--- src/rtl/audio_test_tone_i2s_pkg.sv ---
// Shared constants for the audio test-tone source: pattern mode encodings,
// default I2S geometry and the square-wave amplitude helper.
package audio_test_tone_i2s_pkg;

  typedef enum logic [1:0] {
    MODE_SILENCE = 2'd0,
    MODE_SQUARE  = 2'd1,
    MODE_SAW     = 2'd2,
    MODE_SPLIT   = 2'd3
  } mode_e;

  localparam int I2S_DEFAULT_WIDTH    = 16;
  localparam int I2S_DEFAULT_SCLK_DIV = 4;

  // Square amplitude is a quarter of full scale: 2^(width-2).
  function automatic logic [31:0] square_amp(input int width);
    return 32'd1 << (width - 2);
  endfunction

endpackage

--- src/rtl/audio_test_tone_i2s_if.sv ---
// Pattern-select input and I2S output pins of the test-tone source.
interface audio_test_tone_i2s_if;
  logic [1:0] mode;
  logic       sclk;
  logic       lrclk;
  logic       sdata;
  logic       frameTick;

  modport master (input mode, output sclk, output lrclk, output sdata, output frameTick);
  modport slave  (output mode, input sclk, input lrclk, input sdata, input frameTick);
endinterface

--- src/rtl/audio_test_tone_i2s_tx_serializer.sv ---
// I2S transmitter: bit-clock divider, bit counter, word select and a
// 2W-bit shifter that takes parallel L/R words at each frame start.
module audio_test_tone_i2s_tx_serializer
  import audio_test_tone_i2s_pkg::*;
#(
  parameter int SAMPLE_WIDTH = I2S_DEFAULT_WIDTH,
  parameter int SCLK_DIV     = I2S_DEFAULT_SCLK_DIV
) (
  input  logic                    clock,
  input  logic                    resetN,
  input  logic [SAMPLE_WIDTH-1:0] left_i,
  input  logic [SAMPLE_WIDTH-1:0] right_i,
  output logic                    load_o,
  output logic                    sclk_o,
  output logic                    lrclk_o,
  output logic                    sdata_o,
  output logic                    frame_tick_o
);

  localparam int FW = 2 * SAMPLE_WIDTH;
  localparam int DW = (SCLK_DIV > 2) ? $clog2(SCLK_DIV) : 1;
  localparam int BW = $clog2(FW);

  logic [DW-1:0] div_q, div_d;
  logic [BW-1:0] bit_q, bit_d;
  logic [FW-1:0] shift_q, shift_d;
  logic          sclk_q, sclk_d;
  logic          lrclk_q, lrclk_d;
  logic          sdata_q, sdata_d;
  logic          frame_tick_q, frame_tick_d;
  logic          tick_s;
  logic          load_s;

  assign tick_s = (div_q == DW'(SCLK_DIV - 1));
  assign load_s = tick_s && (bit_q == BW'(FW - 1));

  // Next-state logic; sclk and frameTick look one cycle ahead so the
  // registered pins line up with divCnt/bitCnt exactly.
  always_comb begin
    div_d        = div_q;
    bit_d        = bit_q;
    shift_d      = shift_q;
    sdata_d      = sdata_q;
    if (tick_s) begin
      div_d   = '0;
      sdata_d = shift_q[FW-1];
      if (load_s) begin
        bit_d   = '0;
        shift_d = {left_i, right_i};
      end else begin
        bit_d   = bit_q + BW'(1);
        shift_d = {shift_q[FW-2:0], 1'b0};
      end
    end else begin
      div_d = div_q + DW'(1);
    end
    sclk_d       = (div_d >= DW'(SCLK_DIV / 2));
    lrclk_d      = (bit_d >= BW'(SAMPLE_WIDTH));
    frame_tick_d = (div_d == DW'(SCLK_DIV - 1)) && (bit_d == BW'(FW - 1));
  end

  // State and output registers.
  always_ff @(posedge clock or negedge resetN) begin
    if (!resetN) begin
      div_q        <= '0;
      bit_q        <= '0;
      shift_q      <= '0;
      sclk_q       <= 1'b0;
      lrclk_q      <= 1'b0;
      sdata_q      <= 1'b0;
      frame_tick_q <= 1'b0;
    end else begin
      div_q        <= div_d;
      bit_q        <= bit_d;
      shift_q      <= shift_d;
      sclk_q       <= sclk_d;
      lrclk_q      <= lrclk_d;
      sdata_q      <= sdata_d;
      frame_tick_q <= frame_tick_d;
    end
  end

  assign load_o       = load_s;
  assign sclk_o       = sclk_q;
  assign lrclk_o      = lrclk_q;
  assign sdata_o      = sdata_q;
  assign frame_tick_o = frame_tick_q;

endmodule

--- src/rtl/audio_test_tone_i2s.sv ---
// Stereo I2S test-pattern source: silence, square, sawtooth or split
// (L saw, R square), with the pattern selected once per frame.
module audio_test_tone_i2s
  import audio_test_tone_i2s_pkg::*;
#(
  parameter int          SAMPLE_WIDTH = I2S_DEFAULT_WIDTH,
  parameter int          SCLK_DIV     = I2S_DEFAULT_SCLK_DIV,
  parameter int          TONE_PERIOD  = 48,
  parameter logic [31:0] SAW_STEP     = 32'h0000_0800
) (
  input logic                   clock,
  input logic                   resetN,
  audio_test_tone_i2s_if.master bus
);

  localparam int                    W       = SAMPLE_WIDTH;
  localparam int                    TW      = $clog2(TONE_PERIOD);
  localparam logic [W-1:0]          AMP     = W'(square_amp(W));
  localparam logic [W-1:0]          NEG_AMP = (~AMP) + W'(1);
  localparam logic [W-1:0]          STEP    = W'(SAW_STEP);

  logic [1:0]    mode_q, mode_d;
  logic [TW-1:0] tone_q, tone_d;
  logic [W-1:0]  phase_q, phase_d;
  logic [W-1:0]  square_s;
  logic [W-1:0]  left_s, right_s;
  logic          load_s;

  // Samples are built from the mode captured at this frame start, so a
  // mode change mid-frame only affects the frame loaded next.
  always_comb begin
    mode_d  = mode_q;
    tone_d  = tone_q;
    phase_d = phase_q;
    if (load_s) begin
      mode_d  = bus.mode;
      phase_d = phase_q + STEP;
      if (tone_q == TW'(TONE_PERIOD - 1)) begin
        tone_d = '0;
      end else begin
        tone_d = tone_q + TW'(1);
      end
    end else begin
      mode_d = mode_q;
    end
    if (tone_q < TW'(TONE_PERIOD / 2)) begin
      square_s = AMP;
    end else begin
      square_s = NEG_AMP;
    end
    case (mode_d)
      MODE_SILENCE: begin left_s = '0;      right_s = '0;       end
      MODE_SQUARE:  begin left_s = square_s; right_s = square_s; end
      MODE_SAW:     begin left_s = phase_q;  right_s = phase_q;  end
      MODE_SPLIT:   begin left_s = phase_q;  right_s = square_s; end
      default:      begin left_s = '0;      right_s = '0;       end
    endcase
  end

  // Pattern state; tone and phase keep running whatever the mode.
  always_ff @(posedge clock or negedge resetN) begin
    if (!resetN) begin
      mode_q  <= 2'd0;
      tone_q  <= '0;
      phase_q <= '0;
    end else begin
      mode_q  <= mode_d;
      tone_q  <= tone_d;
      phase_q <= phase_d;
    end
  end

  audio_test_tone_i2s_tx_serializer #(
    .SAMPLE_WIDTH (SAMPLE_WIDTH),
    .SCLK_DIV     (SCLK_DIV)
  ) u_ser (
    .clock        (clock),
    .resetN       (resetN),
    .left_i       (left_s),
    .right_i      (right_s),
    .load_o       (load_s),
    .sclk_o       (bus.sclk),
    .lrclk_o      (bus.lrclk),
    .sdata_o      (bus.sdata),
    .frame_tick_o (bus.frameTick)
  );

endmodule

--- src/flat_wrapper.sv ---
// flat-port wrapper written by rule: the top's interface ports become plain ports
module audio_test_tone_i2s_flat import audio_test_tone_i2s_pkg::*;
#(
  parameter int          SAMPLE_WIDTH = I2S_DEFAULT_WIDTH,
  parameter int          SCLK_DIV     = I2S_DEFAULT_SCLK_DIV,
  parameter int          TONE_PERIOD  = 48,
  parameter logic [31:0] SAW_STEP     = 32'h0000_0800
)
  (clock, resetN, bus_mode, bus_sclk, bus_lrclk, bus_sdata, bus_frameTick);
  audio_test_tone_i2s_if bus_i ();
  input logic clock;
  input logic resetN;
  input wire logic [$bits(bus_i.mode)-1:0] bus_mode;
  output wire logic [$bits(bus_i.sclk)-1:0] bus_sclk;
  output wire logic [$bits(bus_i.lrclk)-1:0] bus_lrclk;
  output wire logic [$bits(bus_i.sdata)-1:0] bus_sdata;
  output wire logic [$bits(bus_i.frameTick)-1:0] bus_frameTick;
  assign bus_i.mode = bus_mode;
  assign bus_sclk = bus_i.sclk;
  assign bus_lrclk = bus_i.lrclk;
  assign bus_sdata = bus_i.sdata;
  assign bus_frameTick = bus_i.frameTick;
  audio_test_tone_i2s #(.SAMPLE_WIDTH(SAMPLE_WIDTH), .SCLK_DIV(SCLK_DIV), .TONE_PERIOD(TONE_PERIOD), .SAW_STEP(SAW_STEP)) u_core (.clock(clock), .resetN(resetN), .bus(bus_i));
endmodule
--- config.mk ---
export PLATFORM = sky130hd
export DESIGN_NAME = audio_test_tone_i2s_flat
export DESIGN_NICKNAME = d
export VERILOG_FILES = /design/src/rtl/audio_test_tone_i2s_pkg.sv /design/src/rtl/audio_test_tone_i2s_if.sv /design/src/rtl/audio_test_tone_i2s_tx_serializer.sv /design/src/rtl/audio_test_tone_i2s.sv /design/src/flat_wrapper.sv
export SDC_FILE = /design/constraint.sdc
export NUM_CORES = 1
export LEC_CHECK = 0
export ABC_CLOCK_PERIOD_IN_PS = 1700
export CAP_MARGIN = 20
export CORE_ASPECT_RATIO = 0.5
export CORE_UTILIZATION = 45
export CTS_CLUSTER_SIZE = 8
export DETAILED_ROUTE_END_ITERATION = 12
export PLACE_DENSITY_LB_ADDON = 0.3
export SYNTH_ARGS = -nofsm -noshare
export SYNTH_HDL_FRONTEND = slang
export SYNTH_SLANG_ARGS = --single-unit
--- constraint.sdc ---
create_clock -name clock -period 1.7 [get_ports clock]
set_input_delay 0.51 -clock clock [delete_from_list [all_inputs] [get_ports clock]]
set_output_delay 0.51 -clock clock [all_outputs]
set_load 0.01 [all_outputs]
* Word-level counts from Yosys, hierarchy flattened
Cells that the tools add are included.
** Operators by class
- Add/subtract/negate cells :: 4
- Multiply operators :: 0
- Div/mod/pow operators :: 0
- $lt $le $gt $ge :: 3
- Equal/unequal tests :: 8
- Shift-type cells :: 0
- Muxes and demuxes :: 9
- Bitwise gates (word level) :: 0
- Reduce and logical (&&, ||, !) cells :: 5
** Operators by type and width (count)
- case mux 16 bit (3 select lines) :: 2
- two-way mux 32 bit :: 1
- adder 16 x 12 -> 16 bit, second input constant :: 1
- two-way mux 16 bit :: 1
- == test 5 bit, second input constant :: 2
- two-way mux 5 bit :: 2
- == test 2 bit, second input constant :: 4
- adder 6 x 1 -> 6 bit, second input constant :: 1
- == test 6 bit, second input constant :: 1
- less-than comparator 6 x 5 -> 1 bit, second input constant :: 1
- two-way mux 6 bit :: 1
- adder 5 x 1 -> 5 bit, second input constant :: 1
- greater-or-equal comparator 5 bit, second input constant :: 1
- two-way mux 2 bit :: 2
- OR reduction 2 bit :: 2
- adder 2 x 1 -> 2 bit, second input constant :: 1
- == test 2 x 1 -> 1 bit, second input constant :: 1
- greater-or-equal comparator 2 bit, second input constant :: 1
- logical AND 1 bit :: 2
- zero test 2 bit :: 1
** Storage, ports and cells
- Flip-flop bits (word level) :: 67
- Latch bits :: 0
- RAM bits :: 0
- Bits in read-only memories :: 0
- Input bits :: 4
- Output and inout bits :: 4
- Logic and storage cells :: 39
- Memories kept :: 0

* Longest topological paths before layout
- Depth after elaboration :: 7
- Gate-level depth with buffers :: 8
- Depth with buffers taken out :: 6

* By module
A second synthesis with hierarchy kept.
** Second synthesis, totals
- Cells, all modules :: 248
- Area, all modules :: 2587.5 µm²
** Modules (own cells, without submodules)
- audio_test_tone_i2s_tx_serializer :: instances 1, cells an instance 180, area an instance 1903.1 µm², sequential area each 1026.0 µm²
- audio_test_tone_i2s :: instances 1, cells an instance 68, area an instance 684.4 µm², sequential area each 325.3 µm²

* Worst setup path after synthesis
Ideal clock, no wire load.
- Path type :: register -> register
- Start :: reg u_core.u_ser.bit_q[0]
- End :: reg u_core.tone_q[4]
- Setup time :: 0.125 ns
- Data arrival time :: 1.659 ns
- Required time :: 1.575 ns
- Setup slack :: -0.084 ns
- Stages on the path, launching flop included :: 8
- Path buffers :: 1
- Period minus slack after synthesis :: 1.784 ns
- Path through :: dfrtp_1 ha_1 and3_1 ha_1 buf_4 and4_1 nand2_1 mux2_4
** On the way
- Cells in the longest elaborated chain, start to end :: 2
** Ends and longest elaborated chain
- start, declared :: line audio_test_tone_i2s_tx_serializer.sv:25 : logic [BW-1:0] bit_q, bit_d;
- start signal, assigned :: line audio_test_tone_i2s_tx_serializer.sv:74 : bit_q <= bit_d;
- == test 5 bit :: line audio_test_tone_i2s_tx_serializer.sv:35 : assign load_s = tick_s && (bit_q == BW'(FW - 1));
- logical AND 1 bit :: line audio_test_tone_i2s_tx_serializer.sv:35
- end signal, assigned :: line audio_test_tone_i2s.sv:68 : tone_q <= tone_d;
- end, declared :: line audio_test_tone_i2s.sv:23 : logic [TW-1:0] tone_q, tone_d;
No other way between the ends.
A chain may end at the register's enable or synchronous reset.

* Worst setup path after layout
- Start :: reg u_core.u_ser.bit_q[0]
- End :: reg u_core.u_ser.frame_tick_q, in the netlist u_core.u_ser.frame_tick_o
** On the way
- Cells in the longest elaborated chain, start to end :: 6
- Elaborated cells between the ends (all ways) :: 7
- Those cells by class :: add/sub: 1; eq/ne: 2; mux: 2; reduce/logical: 2
** Ends and longest elaborated chain
- branches (longest 3 deep; another with adder 5 x 1 -> 5 bit)
- two-way mux 5 bit (*) :: line audio_test_tone_i2s_tx_serializer.sv:44 : if (tick_s) begin
- == test 5 bit (*) :: line audio_test_tone_i2s_tx_serializer.sv:59 : frame_tick_d = (div_d == DW'(SCLK_DIV - 1)) && (bit_d == BW'(FW - 1));
- logical AND 1 bit (*) :: line audio_test_tone_i2s_tx_serializer.sv:59
- named net u_core.u_ser.frame_tick_d :: line audio_test_tone_i2s_tx_serializer.sv:30 : logic frame_tick_q, frame_tick_d;
- end signal, assigned :: line audio_test_tone_i2s_tx_serializer.sv:79 : frame_tick_q <= frame_tick_d;
- end, declared :: line audio_test_tone_i2s_tx_serializer.sv:30
Mark *: on every way through the listed nets, which the timed path passes.

==> impl_metrics.py <==
metrics = {
    "route": {
        "vias_per_cell": 5.281,
        "first_pass_iters": 8,
        "first_iter_violations": 80,
        "wirelength_um": 3842,
        "avgRoutedWirePerCell_um": 13.82,
        "drc_errors": 2,
        "vias": 1468,
        "ant_nets": 0,
    },
    "power": {
        "power_density_nw_per_um2": 687.9,
        "leakagePower_nw": 1.134,
        "power_mw": 1.675,
        "ir_drop_v": 0.0002833,
    },
    "global_route": {
        "grt_pass1_vias": 1468,
        "grt_antenna_before_repair": 0,
        "grt_pass1_wl_um": 6727,
        "track_usage_pct": 18.15,
        "grt_overflow_total": 0,
        "grt_max_degree": 23,
    },
    "critical_path": {
        "critPathRequiredTime_ns": 1.90,
        "reg2reg_slack_ns": -0.04,
        "rr_worst_depth": 7,
        "path_buf_inv": 1,
        "max_stage_delay_ns": 0.39,
        "worstPathArrival_ns": 1.94,
        "crit_chain": "ha_2 > and3_4 > ha_4 > buf_6 > nor3b_2 > mux2i_1 > a221oi_2",
        "path_class": "register to register",
        "cp_top_family": "flip-flops",
        "start_kind": "register",
        "timing.rr.end": "u_core.u_ser.frame_tick_o$_DFF_PN0_",
        "crit_slowest_cell": "dfrtp_1",
        "r2r-start": "u_core.u_ser.bit_q[0]$_DFF_PN0_",
        "cp_max_fo": 6,
        "end_kind": "register",
    },
    "worst_hold_path": {
        "hp-class": "primary input to async pin",
    },
    "clocking": {
        "cts_tree": "built",
        "cts.reportedPaths.clkPinSlew_ns": 0.07,
        "cts-buffers-inserted": 5,
        "cts_hold_buf": 0,
        "cts_max_path_buffers": 2,
        "worstSkewPairLatency_ns": 0.29,
        "clkSinkCount": 42,
        "htree_levels": 2,
        "ctsRootBufferMaster": "clkbuf_8",
    },
    "die": {
        "fp-row-count": 16,
        "die_w_um": 97.85,
        "num_io_pins": 8,
        "coreArea_um2": 4144,
        "dieArea_um2": 4885,
        "start_util_pct": 49.88,
        "die_h_um": 49.93,
    },
    "placement": {
        "portBuffers": 7,
        "place_area_um2": 2291,
        "hpwl_um": 2654,
        "finalWeightedCongestion": 0.7947,
    },
    "synth": {
        "yosys.area.top_type": "dfrtp_1",
        "seq_area_frac_synth_pct": 50.85,
        "yosys_warnings": 0,
        "synth.avg_cell_area_um2": 10.23,
        "synthFlopType": "dfrtp_1",
        "async_flop_share_pct": 100.0,
        "synth_cell_types": 41,
        "synth_top_cells_by_area": "dfrtp_1 51%, nand3b_1 5.1%, o21ai_1 4.4%",
        "syn-instance-count": 202,
        "synth_nets": 212,
        "synth-edff-count": 0,
        "ys_seq_elements": 42,
        "netlist_area_um2": 2067,
        "synth_top_area_share_pct": 50.85,
    },
    "timing": {
        "finalSetupTns_ns": -0.04179,
        "rsz0062_at_grt": "true",
        "drv_slew": 0,
        "fin_skew_ns": 0.003675,
        "max_freq_ghz": 0.5741,
        "slew_headroom_pct": 71.22,
        "fin_ws_ns": -0.04179,
        "setup_violations": 1,
        "hold_viol": 0,
        "tightestPinTransition_ns": 0.4317,
        "fin_crit_sh_pct": 102.5,
        "period_minus_slack_ns": 1.742,
    },
    "run": {
        "maxCapViolCount": 0,
    },
    "final_layout": {
        "drive_gt1_share_pct": 20.09,
        "syn2layout_area_growth_pct": 17.80,
        "final_nets": 235,
        "fin_area_um2": 2435,
        "diodes": 0,
    },
    "status": {
        "status": "finished, violations left",
        "violations": "design-rule violations, negative setup slack",
    },
}
[metal layers]
| layer | track usage, % | up-vias | share of wire [%] |
|---|---|---|---|
| met3 | 4.681 | 7 | 3.0 |
| met4 | 7.576 | 0 | 1.6 |
| met2 | 28.99 | 15 | 43 |
| met5 | 0 | - | 0 |
| li1 | - | 735 | - |
| met1 | 23.63 | 711 | 52 |
[logic make-up (layout without fill, tap and decap cells)]
group	count (synthesis)	count (layout)	synth area share [%]
compound gates	40	40	12.23
fa+ha+maj	6	6	3.632
simple gates	69	69	19.19
mux	8	8	4.419
xor+xnor	6	6	2.542
flops	42	42	50.85
buf+inv	31	53	7.143
[through the flow]
step | utilization (%) | cells | worst slack [ns] | hold WS (ns)
floorplan | - | 202 | 0.004189 | 0.2144
global placement | 55.28 | 269 | -0.04002 | 0.4457
detailed placement | 55.28 | 269 | -0.1439 | 0.4651
CTS | 58.00 | 277 | -0.02219 | 0.1526
global route | 58.76 | 278 | -0.1305 | 0.1752
finish | 58.76 | 278 | -0.04179 | 0.1533
[power breakdown]
| part | switching [mW] | total [mW] | internal, mW |
|---|---|---|---|
| logic | 0.0266 | 0.0420 | 0.0153 |
| clock network | 0.321 | 0.635 | 0.313 |
| registers | 0 | 0.998 | 0.998 |
| total | 0.348 | 1.67 | 1.33 |
[synth_stat cells, types with 2 or more instances]
library cell	count
a21oi_1	8
a31oi_1	2
and3_1	2
and3b_1	3
buf_2	4
buf_4	5
clkbuf_1	2
dfrtp_1	42
ha_1	6
inv_1	19
mux2_1	2
mux2_2	3
mux2i_1	2
nand2_1	17
nand2b_1	6
nand3_1	6
nand3b_1	14
nand4_1	2
nor2_1	10
nor2b_1	3
o21ai_1	18
o22ai_1	2
xnor2_1	6
[timing repair]
| item | 4_1_cts | 5_1_grt |
|---|---|---|
| resized for setup | 5 | 5 |
| setup endpoints to repair | 15 | 14 |
| gates cloned | 0 | 0 |
| pin swaps | 2 | 4 |
| setup buffers | 2 | 1 |
[worst max path at each step]
| stage | startpoint | end | slack, ns | depth (start not counted) |
|---|---|---|---|---|
| floorplan | u_core.u_ser.bit_q[0]$_DFF_PN0_ | u_core.tone_q[4]$_DFFE_PN0P_ | 0.004 | 7 |
| global placement | bus_mode[1] | u_core.u_ser.shift_q[30]$_DFFE_PN0N_ | -0.04 | 4 |
| detailed placement | u_core.u_ser.bit_q[1]$_DFF_PN0_ | u_core.u_ser.frame_tick_o$_DFF_PN0_ | -0.14 | 7 |
| CTS | u_core.u_ser.bit_q[1]$_DFF_PN0_ | u_core.u_ser.frame_tick_o$_DFF_PN0_ | -0.02 | 7 |
| global route | u_core.u_ser.bit_q[0]$_DFF_PN0_ | u_core.u_ser.frame_tick_o$_DFF_PN0_ | -0.13 | 7 |
| finish | u_core.u_ser.bit_q[0]$_DFF_PN0_ | u_core.u_ser.frame_tick_o$_DFF_PN0_ | -0.04 | 7 |
[sequential cells by signal (all words and copies together), names as in the netlist]
name                       flops
u_core.u_ser.sdata_o           1
u_core.u_ser.shift_q          21
u_core.mode_q                  1
u_core.u_ser.frame_tick_o      1
u_core.u_ser.bit_q             5
u_core.tone_q                  6
u_core.u_ser.div_q             2
u_core.phase_q                 5
[area by class of cell]
type | instances | area [µm²]
Tap cell | 54 | 67.56
Timing Repair Buffer | 28 | 251.5
Clock buffer | 6 | 82.58
Multi-Input combinational cell | 129 | 910.9
Sequential cell | 42 | 1051
Inverter | 19 | 71.32
Fill cell | 351 | 1709
[layout by cell type (no fill, tap or decap), types with 8 or more instances in the layout]
cell type,count
buf_4,18
a21oi_1,8
nand2_1,17
inv_1,19
nand3b_1,14
nor2_1,10
o21ai_1,17
dfrtp_1,42
(Power assumes the default switching activity.)
